--- config.mk ---
export PLATFORM = sky130hd
export DESIGN_NAME = pipe_hazard_ctrl
export DESIGN_NICKNAME = d
export VERILOG_FILES = /design/src/rtl/pipe_hazard_ctrl.sv
export SDC_FILE = /design/constraint.sdc
export NUM_CORES = 1
export LEC_CHECK = 0
export ABC_AREA = 1
export BUFFER_PORTS_ARGS = -buffer_cell sky130_fd_sc_hd__buf_2
export CAP_MARGIN = 20
export CORE_ASPECT_RATIO = 0.8
export CORE_MARGIN = 2
export CORE_UTILIZATION = 30
export DETAILED_ROUTE_END_ITERATION = 16
export MAX_ROUTING_LAYER = met4
export PLACE_DENSITY = 0.62
export SETUP_SLACK_MARGIN = 0.2
export SLEW_MARGIN = 40
export SYNTH_ARGS = -nofsm -noshare
export SYNTH_HDL_FRONTEND = slang
export SYNTH_SLANG_ARGS = --single-unit
--- constraint.sdc ---
create_clock -name clk -period 3.2 [get_ports clk]
set_input_delay 0.32 -clock clk [delete_from_list [all_inputs] [get_ports clk]]
set_output_delay 0.32 -clock clk [all_outputs]
set_load 0.02 [all_outputs]
--- src/rtl/pipe_hazard_ctrl.sv ---
// -----------------------------------------------------------------------------
// pipe_hazard_ctrl
//
// This module sequences stalls and flushes for the 5-stage pipeline. It drives
// the enable and clear of the four stage latches (IF/ID, ID/EX, EX/MEM, MEM/WB)
// and the PC enable. It handles three hazards:
//   - data-memory wait states: the whole front end freezes and WB gets a bubble,
//   - taken-branch redirects: IF/ID and ID/EX are flushed, and IF/ID keeps being
//     cleared for REDIRECT_BUBBLES further cycles to cover the fetch latency,
//   - load-use hazards: the front end holds for one cycle and ID/EX gets a bubble.
// Per cycle, a memory wait takes priority over a redirect, a redirect over a
// load-use hazard, and a load-use hazard over normal advance. The pipeline
// outputs are combinational from the state and the inputs. Clear wins over
// enable at every latch.
//
// Parameters
//   REG_W             register index width
//   REDIRECT_BUBBLES  extra cycles IF/ID is cleared after a redirect (0..15)
//   MEM_TIMEOUT       wait cycles before err_timeout is raised; 0 = never
//
// Ports
//   clk, reset            clock; asynchronous active-high reset
//   id_rs1/id_rs2         ID-stage source indices
//   id_use_rs1/id_use_rs2 ID instruction actually reads that source
//   ex_rd, ex_is_load,
//   ex_reg_write          EX-stage destination, load flag, write flag
//   ex_redirect           EX branch/jump taken
//   mem_req, mem_ready    MEM-stage data access handshake
//   pc_en, *_en, *_clr    PC and stage-latch controls
//   err_timeout           sticky memory-timeout flag
//
// Optional build macro PIPE_CTRL_PERF_EN adds perf_stall_cnt and
// perf_flush_cnt (32-bit wrapping event counters).
// -----------------------------------------------------------------------------
module pipe_hazard_ctrl #(
    parameter int REG_W            = 5,
    parameter int REDIRECT_BUBBLES = 1,
    parameter int MEM_TIMEOUT      = 0
) (
    input  logic             clk,
    input  logic             reset,
    input  logic [REG_W-1:0] id_rs1,
    input  logic [REG_W-1:0] id_rs2,
    input  logic             id_use_rs1,
    input  logic             id_use_rs2,
    input  logic [REG_W-1:0] ex_rd,
    input  logic             ex_is_load,
    input  logic             ex_reg_write,
    input  logic             ex_redirect,
    input  logic             mem_req,
    input  logic             mem_ready,
    output logic             pc_en,
    output logic             if_id_en,
    output logic             if_id_clr,
    output logic             id_ex_en,
    output logic             id_ex_clr,
    output logic             ex_mem_en,
    output logic             ex_mem_clr,
    output logic             mem_wb_en,
    output logic             mem_wb_clr,
    output logic             err_timeout
`ifdef PIPE_CTRL_PERF_EN
    ,
    output logic [31:0]      perf_stall_cnt,
    output logic [31:0]      perf_flush_cnt
`endif
);

    typedef enum logic [1:0] {
        S_RUN      = 2'd0,
        S_MEM_WAIT = 2'd1,
        S_REDIRECT = 2'd2
    } state_t;

    localparam logic [3:0]  BUB_LOAD = 4'(REDIRECT_BUBBLES);
    localparam logic [15:0] TO_LIMIT = 16'(MEM_TIMEOUT);
    localparam logic        TO_EN    = (MEM_TIMEOUT != 0);

    state_t      state_q, state_d;
    // The state to resume after a memory wait (1 = REDIRECT, 0 = RUN).
    logic        ret_redir_q, ret_redir_d;
    logic [3:0]  bub_q, bub_d;
    logic [15:0] wait_q, wait_d;
    logic        err_q, err_d;

    logic mem_wait;
    logic in_redir;
    logic rs1_hit, rs2_hit;
    logic load_use;
    logic timeout_hit;
    logic stall_evt;
    logic flush_evt;

    assign mem_wait = mem_req & ~mem_ready;

    // A cycle that releases a wait behaves as a cycle in the saved state.
    // This lets a bubble sequence that a wait interrupted resume seamlessly.
    assign in_redir = (state_q == S_REDIRECT) |
                      ((state_q == S_MEM_WAIT) & ret_redir_q);

    assign rs1_hit  = id_use_rs1 & (id_rs1 == ex_rd);
    assign rs2_hit  = id_use_rs2 & (id_rs2 == ex_rd);
    assign load_use = ex_is_load & ex_reg_write & (ex_rd != '0) & (rs1_hit | rs2_hit);

    // The error is visible in the same cycle that the count reaches the limit.
    assign timeout_hit = TO_EN & mem_wait & (wait_q == TO_LIMIT);

    always_comb begin
        state_d     = state_q;
        ret_redir_d = ret_redir_q;
        bub_d       = bub_q;
        wait_d      = wait_q;
        err_d       = err_q | timeout_hit;
        stall_evt   = 1'b0;
        flush_evt   = 1'b0;

        pc_en       = 1'b1;
        if_id_en    = 1'b1;
        if_id_clr   = 1'b0;
        id_ex_en    = 1'b1;
        id_ex_clr   = 1'b0;
        ex_mem_en   = 1'b1;
        ex_mem_clr  = 1'b0;
        mem_wb_en   = 1'b1;
        mem_wb_clr  = 1'b0;

        if (mem_wait) begin
            // Freeze everything up to EX/MEM. The access in MEM is not done, so
            // WB receives a bubble rather than a second copy of the instruction.
            // A pending redirect stays frozen in EX until the release cycle.
            pc_en       = 1'b0;
            if_id_en    = 1'b0;
            id_ex_en    = 1'b0;
            ex_mem_en   = 1'b0;
            mem_wb_clr  = 1'b1;
            state_d     = S_MEM_WAIT;
            ret_redir_d = in_redir;
            wait_d      = (wait_q == 16'hFFFF) ? wait_q : wait_q + 16'd1;
            stall_evt   = 1'b1;
        end else begin
            wait_d = '0;
            if (ex_redirect) begin
                if_id_clr = 1'b1;
                id_ex_clr = 1'b1;
                flush_evt = 1'b1;
                if (BUB_LOAD != 4'd0) begin
                    bub_d   = BUB_LOAD;
                    state_d = S_REDIRECT;
                end else begin
                    bub_d   = 4'd0;
                    state_d = S_RUN;
                end
            end else if (in_redir) begin
                // ID holds a fetch bubble, so no load-use check is needed here.
                if_id_clr = 1'b1;
                bub_d     = (bub_q != 4'd0) ? bub_q - 4'd1 : 4'd0;
                state_d   = (bub_q <= 4'd1) ? S_RUN : S_REDIRECT;
            end else begin
                state_d = S_RUN;
                if (load_use) begin
                    // Hold PC and IF/ID and inject one bubble into EX. On the
                    // next cycle the load is in MEM and the hazard is gone.
                    pc_en     = 1'b0;
                    if_id_en  = 1'b0;
                    id_ex_clr = 1'b1;
                    stall_evt = 1'b1;
                end
            end
        end

        if (reset) begin
            pc_en      = 1'b0;
            if_id_en   = 1'b0;
            if_id_clr  = 1'b1;
            id_ex_en   = 1'b0;
            id_ex_clr  = 1'b1;
            ex_mem_en  = 1'b0;
            ex_mem_clr = 1'b1;
            mem_wb_en  = 1'b0;
            mem_wb_clr = 1'b1;
        end
    end

    assign err_timeout = ~reset & (err_q | timeout_hit);

    always_ff @(posedge clk or posedge reset) begin
        if (reset) begin
            state_q     <= S_RUN;
            ret_redir_q <= 1'b0;
            bub_q       <= '0;
            wait_q      <= '0;
            err_q       <= 1'b0;
        end else begin
            state_q     <= state_d;
            ret_redir_q <= ret_redir_d;
            bub_q       <= bub_d;
            wait_q      <= wait_d;
            err_q       <= err_d;
        end
    end

`ifdef PIPE_CTRL_PERF_EN
    logic [31:0] perf_stall_q, perf_flush_q;

    always_ff @(posedge clk or posedge reset) begin
        if (reset) begin
            perf_stall_q <= '0;
            perf_flush_q <= '0;
        end else begin
            if (stall_evt) perf_stall_q <= perf_stall_q + 32'd1;
            if (flush_evt) perf_flush_q <= perf_flush_q + 32'd1;
        end
    end

    assign perf_stall_cnt = perf_stall_q;
    assign perf_flush_cnt = perf_flush_q;
`else
    // The event strobes have no consumer in this build.
    logic unused_evt;
    assign unused_evt = stall_evt ^ flush_evt;
`endif

endmodule
==> flow_summary.rst <==
.. list-table::
   :header-rows: 1

   * - Metric
     - Value
   * - Count of antenna diodes in the layout
     - 0
   * - Max IR drop VDD
     - 0.1821 mV
   * - P_leak
     - 0.5324 nW
   * - Multiplexer fraction of the synthesized cell area
     - 0%
   * - Worst-path cell with the longest stage delay
     - sky130_fd_sc_hd__dfrtp_1
   * - Top Family by Delay on Critical Path
     - simple AND/OR/NAND/NOR gates
   * - Cell chosen for the clock root
     - sky130_fd_sc_hd__clkbuf_4
   * - Portion of total power attributed to the clock network
     - a little over 30%
   * - Worst skew pair latency
     - approximately 0.25 ns
   * - Number of buffers created by CTS
     - 3
   * - Drt wl/cell
     - 8.691 µm
   * - Max Clk Rate
     - 0.5938 GHz
   * - Complex-gate fraction of the synthesized area
     - about 14%
   * - Design internal power
     - 0.1754 mW
   * - Fin. max-slew vios
     - 0
   * - Endpoint class of the critical path
     - output port
   * - Number of max-capacitance violations reported
     - 0
   * - Share of synthesized cell area in and, or, nand and nor gates
     - about two fifths
   * - Share of total power in sequential cells
     - 37.0%
   * - Post-Route WL
     - 1434 µm
   * - Top-level I/O count
     - 34
   * - Via Count
     - approximately 700
   * - Largest family of logic cells by synthesized area
     - simple AND/OR/NAND/NOR gates
   * - Maximum single-stage delay on the critical path
     - 0.39 ns
   * - Power density of the placed cells
     - around 320 nW/µm²
   * - Worst hold-check path type
     - input port to async pin
   * - Maximum number of pins on one net before global-route repair
     - 11
   * - Share of total power consumed by net switching
     - 34.42%
   * - Clock H-tree levels
     - 1
   * - Time the worst path needs with I/O delays and setup
     - 1.684 ns
   * - Type of the worst setup path
     - flop to output port
   * - HPWL Detailed
     - 1210 µm
   * - Clock tree from TritonCTS
     - built
   * - Post-CTS Setup Inserts
     - 0
   * - Number of remaining DRC errors
     - 0
   * - Adder-Cell Fraction of Synth Area
     - 0%
   * - Share of synthesized area occupied by flip-flops and latches
     - 27.18%
   * - Synthesis warning total
     - 0
   * - Maximum fanout along the worst path
     - 3
   * - Overall Power
     - 0.2674 mW
   * - Count of port buffers added during placement
     - 32
   * - DIE WIDTH
     - 55.82 µm
   * - Starting DRC count in detailed routing
     - 7
   * - Number of storage elements in the synthesis netlist
     - 7
   * - Most frequent cell on the critical path
     - sky130_fd_sc_hd__nand2_1
   * - Via count of the first global-routing pass
     - 642
   * - Die Outline Area
     - roughly 2500 µm²
   * - Initial antenna violation count
     - 0
   * - Clock sink total
     - 7
   * - Antenna Violating Nets Remaining
     - 0
   * - Leftover overflow at the end of global routing
     - 0
   * - Share of final-layout standard cells stronger than drive strength 1
     - between 30 and 40%
   * - Count of different cell masters after synthesis
     - 23
   * - Initial Utilization
     - 33.14%
   * - Combinational power share
     - approximately a third
   * - Number of cells upsized or downsized after cts
     - 0
   * - Clock Skews
     - 0.005472 ns
   * - Final worst path period share
     - 52.62%
   * - Hold-fix buffer count after cts
     - 0
   * - Avg Inst Size Synth
     - a little under 6 µm²
   * - Final number of setup-violating endpoints
     - 0
   * - Worst-path cell chain
     - nand3_1 > o21ai_2 > nor2_1 > nand2_2 > nand2_1 > nand2_1 > nand2_1 > buf_2
   * - Tot GR Track Use
     - 13.45%
   * - Total core area
     - 1944 µm²
   * - Data required time at the worst endpoint
     - 2.88 ns
   * - Fraction of synthesized cell area in xor and xnor cells
     - 0%
   * - Gate count of the mapped netlist
     - around 110
   * - Number of failing hold endpoints at the final stage
     - 0
   * - Arrival time of data at the critical path endpoint
     - 1.36 ns
   * - Average via count per standard cell
     - roughly 4.3
   * - Clock transition at the register clock pins on the worst setup and hold paths after CTS
     - around 0.060 ns
   * - P_sw
     - 0.09206 mW
   * - Critical path startpoint category
     - flop
   * - Length of the first detailed-routing pass in iterations
     - 3
   * - Unrepaired setup endpoints after global routing
     - false
   * - Area overhead of the layout relative to synthesis
     - 28.93%
   * - Buffers & Inverters on Critical Path
     - 1
   * - Global-route wire length before repair
     - roughly 2600 µm
   * - Run status
     - finished, final reports clean
   * - Count of standard-cell rows
     - 14
   * - Sum of negative setup slack
     - 0 ns
   * - Synthesized net count
     - 133
   * - Routability cong.
     - 0.7977
   * - Chip Height
     - 45.45 µm
   * - Netlist Area Pre-Place
     - around 640 µm²
   * - Max Root-Sink Buffers
     - 2
   * - Final layout net count
     - ~170
## cell type report
cell class | instances | area [µm²]
Sequential cell | 7 | 175.2
Clock buffer | 4 | 26.28
Multi-Input combinational cell | 74 | 346.6
Fill cell | 222 | 1114
Timing Repair Buffer | 32 | 160.2
Tap cell | 24 | 30.03
Inverter | 24 | 92.59
## metrics by stage
stage                     std cells  hold slack [ns]  cell area (µm²)  setup WS, ns  utilization (%)
after global placement          161           0.3078            804.5         1.644            41.38
after global routing            165          0.06324            830.8         1.412            42.73
after detailed placement        161           0.3231            804.5         1.655            41.38
after CTS                       165          0.05153            830.8         1.495            42.73
final                           165          0.03772            830.8         1.516            42.73
after floorplan                 109           0.2073            644.4         1.373                -
## power groups by stage
stage,Clock (mW),Combinational (mW),Sequential (mW)
after CTS,0.0825,0.0884,0.0990
final,0.0809,0.0876,0.0990
after floorplan,0,0.0593,0.0992
after global routing,0.0869,0.100,0.0999
after detailed placement,0,0.0878,0.100
after global placement,0,0.0869,0.100
## sequential cells by signal, indices dropped and copies added (netlist names)
| signal | cells |
|---|---|
| ret_redir_q | 1 |
| state_q | 2 |
| bub_q | 4 |
## cell families after synthesis
logic type	count (synthesis)
AO/OA/AOI/OAI	12
other	1
flip-flops	7
AND/OR/NAND/NOR	61
buffers and inverters	28
## worst paths after layout
path | depth (start not counted) | start | slack, ns | endpoint
max | 8 | state_q[0] | 1.52 | id_ex_clr
min | 2 | reset | 0.04 | bub_q[2]
max reg2reg | 5 | state_q[0] | 2.08 | bub_q[2]
min reg2reg | 2 | ret_redir_q | 0.48 | ret_redir_q
max in group asynchronous | 2 | reset | 2.91 | state_q[1]
min in group clk | 2 | mem_ready | 0.26 | state_q[0]
## worst register-to-register path, delay by kind of cell (launching register included)
kind            cells  cell delay [ns]
compound gates      4             0.52
flops               1             0.39
simple gates        1             0.10
## cell usage in the layout, fill, tap and decap left out, drive strengths merged
master  instances
nor2           13
buf            32
o21ai           5
clkbuf          4
o21bai          2
nand4           1
a21oi           3
o21a            1
nand2          42
nand3           4
dfrtp           7
inv            24
conb            1
o211ai          1
nor3            1
## cells in the mapped netlist
| master | n | area (µm²) |
|---|---|---|
| sky130_fd_sc_hd__nand3_1 | 4 | 20.02 |
| sky130_fd_sc_hd__o211ai_1 | 1 | 7.510 |
| sky130_fd_sc_hd__o21ai_1 | 3 | 15.01 |
| sky130_fd_sc_hd__o21ai_2 | 1 | 8.760 |
| sky130_fd_sc_hd__o21a_1 | 1 | 7.510 |
| sky130_fd_sc_hd__buf_4 | 4 | 30.03 |
| sky130_fd_sc_hd__o21bai_1 | 1 | 7.510 |
| sky130_fd_sc_hd__inv_2 | 7 | 26.28 |
| sky130_fd_sc_hd__nor2_2 | 1 | 6.260 |
| sky130_fd_sc_hd__nor3_1 | 1 | 5.000 |
| sky130_fd_sc_hd__dfrtp_1 | 7 | 175.2 |
| sky130_fd_sc_hd__inv_1 | 16 | 60.06 |
| sky130_fd_sc_hd__nand2_2 | 1 | 6.260 |
| sky130_fd_sc_hd__inv_4 | 1 | 6.260 |
| sky130_fd_sc_hd__o21bai_2 | 1 | 11.26 |
| sky130_fd_sc_hd__a21oi_2 | 1 | 8.760 |
| sky130_fd_sc_hd__nand4_1 | 1 | 6.260 |
| sky130_fd_sc_hd__nand2_1 | 41 | 153.9 |
| sky130_fd_sc_hd__conb_1 | 1 | 3.750 |
| sky130_fd_sc_hd__a21oi_1 | 2 | 10.01 |
| sky130_fd_sc_hd__o21ai_4 | 1 | 16.27 |
| sky130_fd_sc_hd__nor2_1 | 11 | 41.29 |
| sky130_fd_sc_hd__nor2_4 | 1 | 11.26 |
## layer usage
layer	track usage, %	wire (µm)
met5	-	0
met4	1.429	0
met3	4.545	92
met2	21.67	615
met1	17.31	726
(Power assumes the default switching activity.)
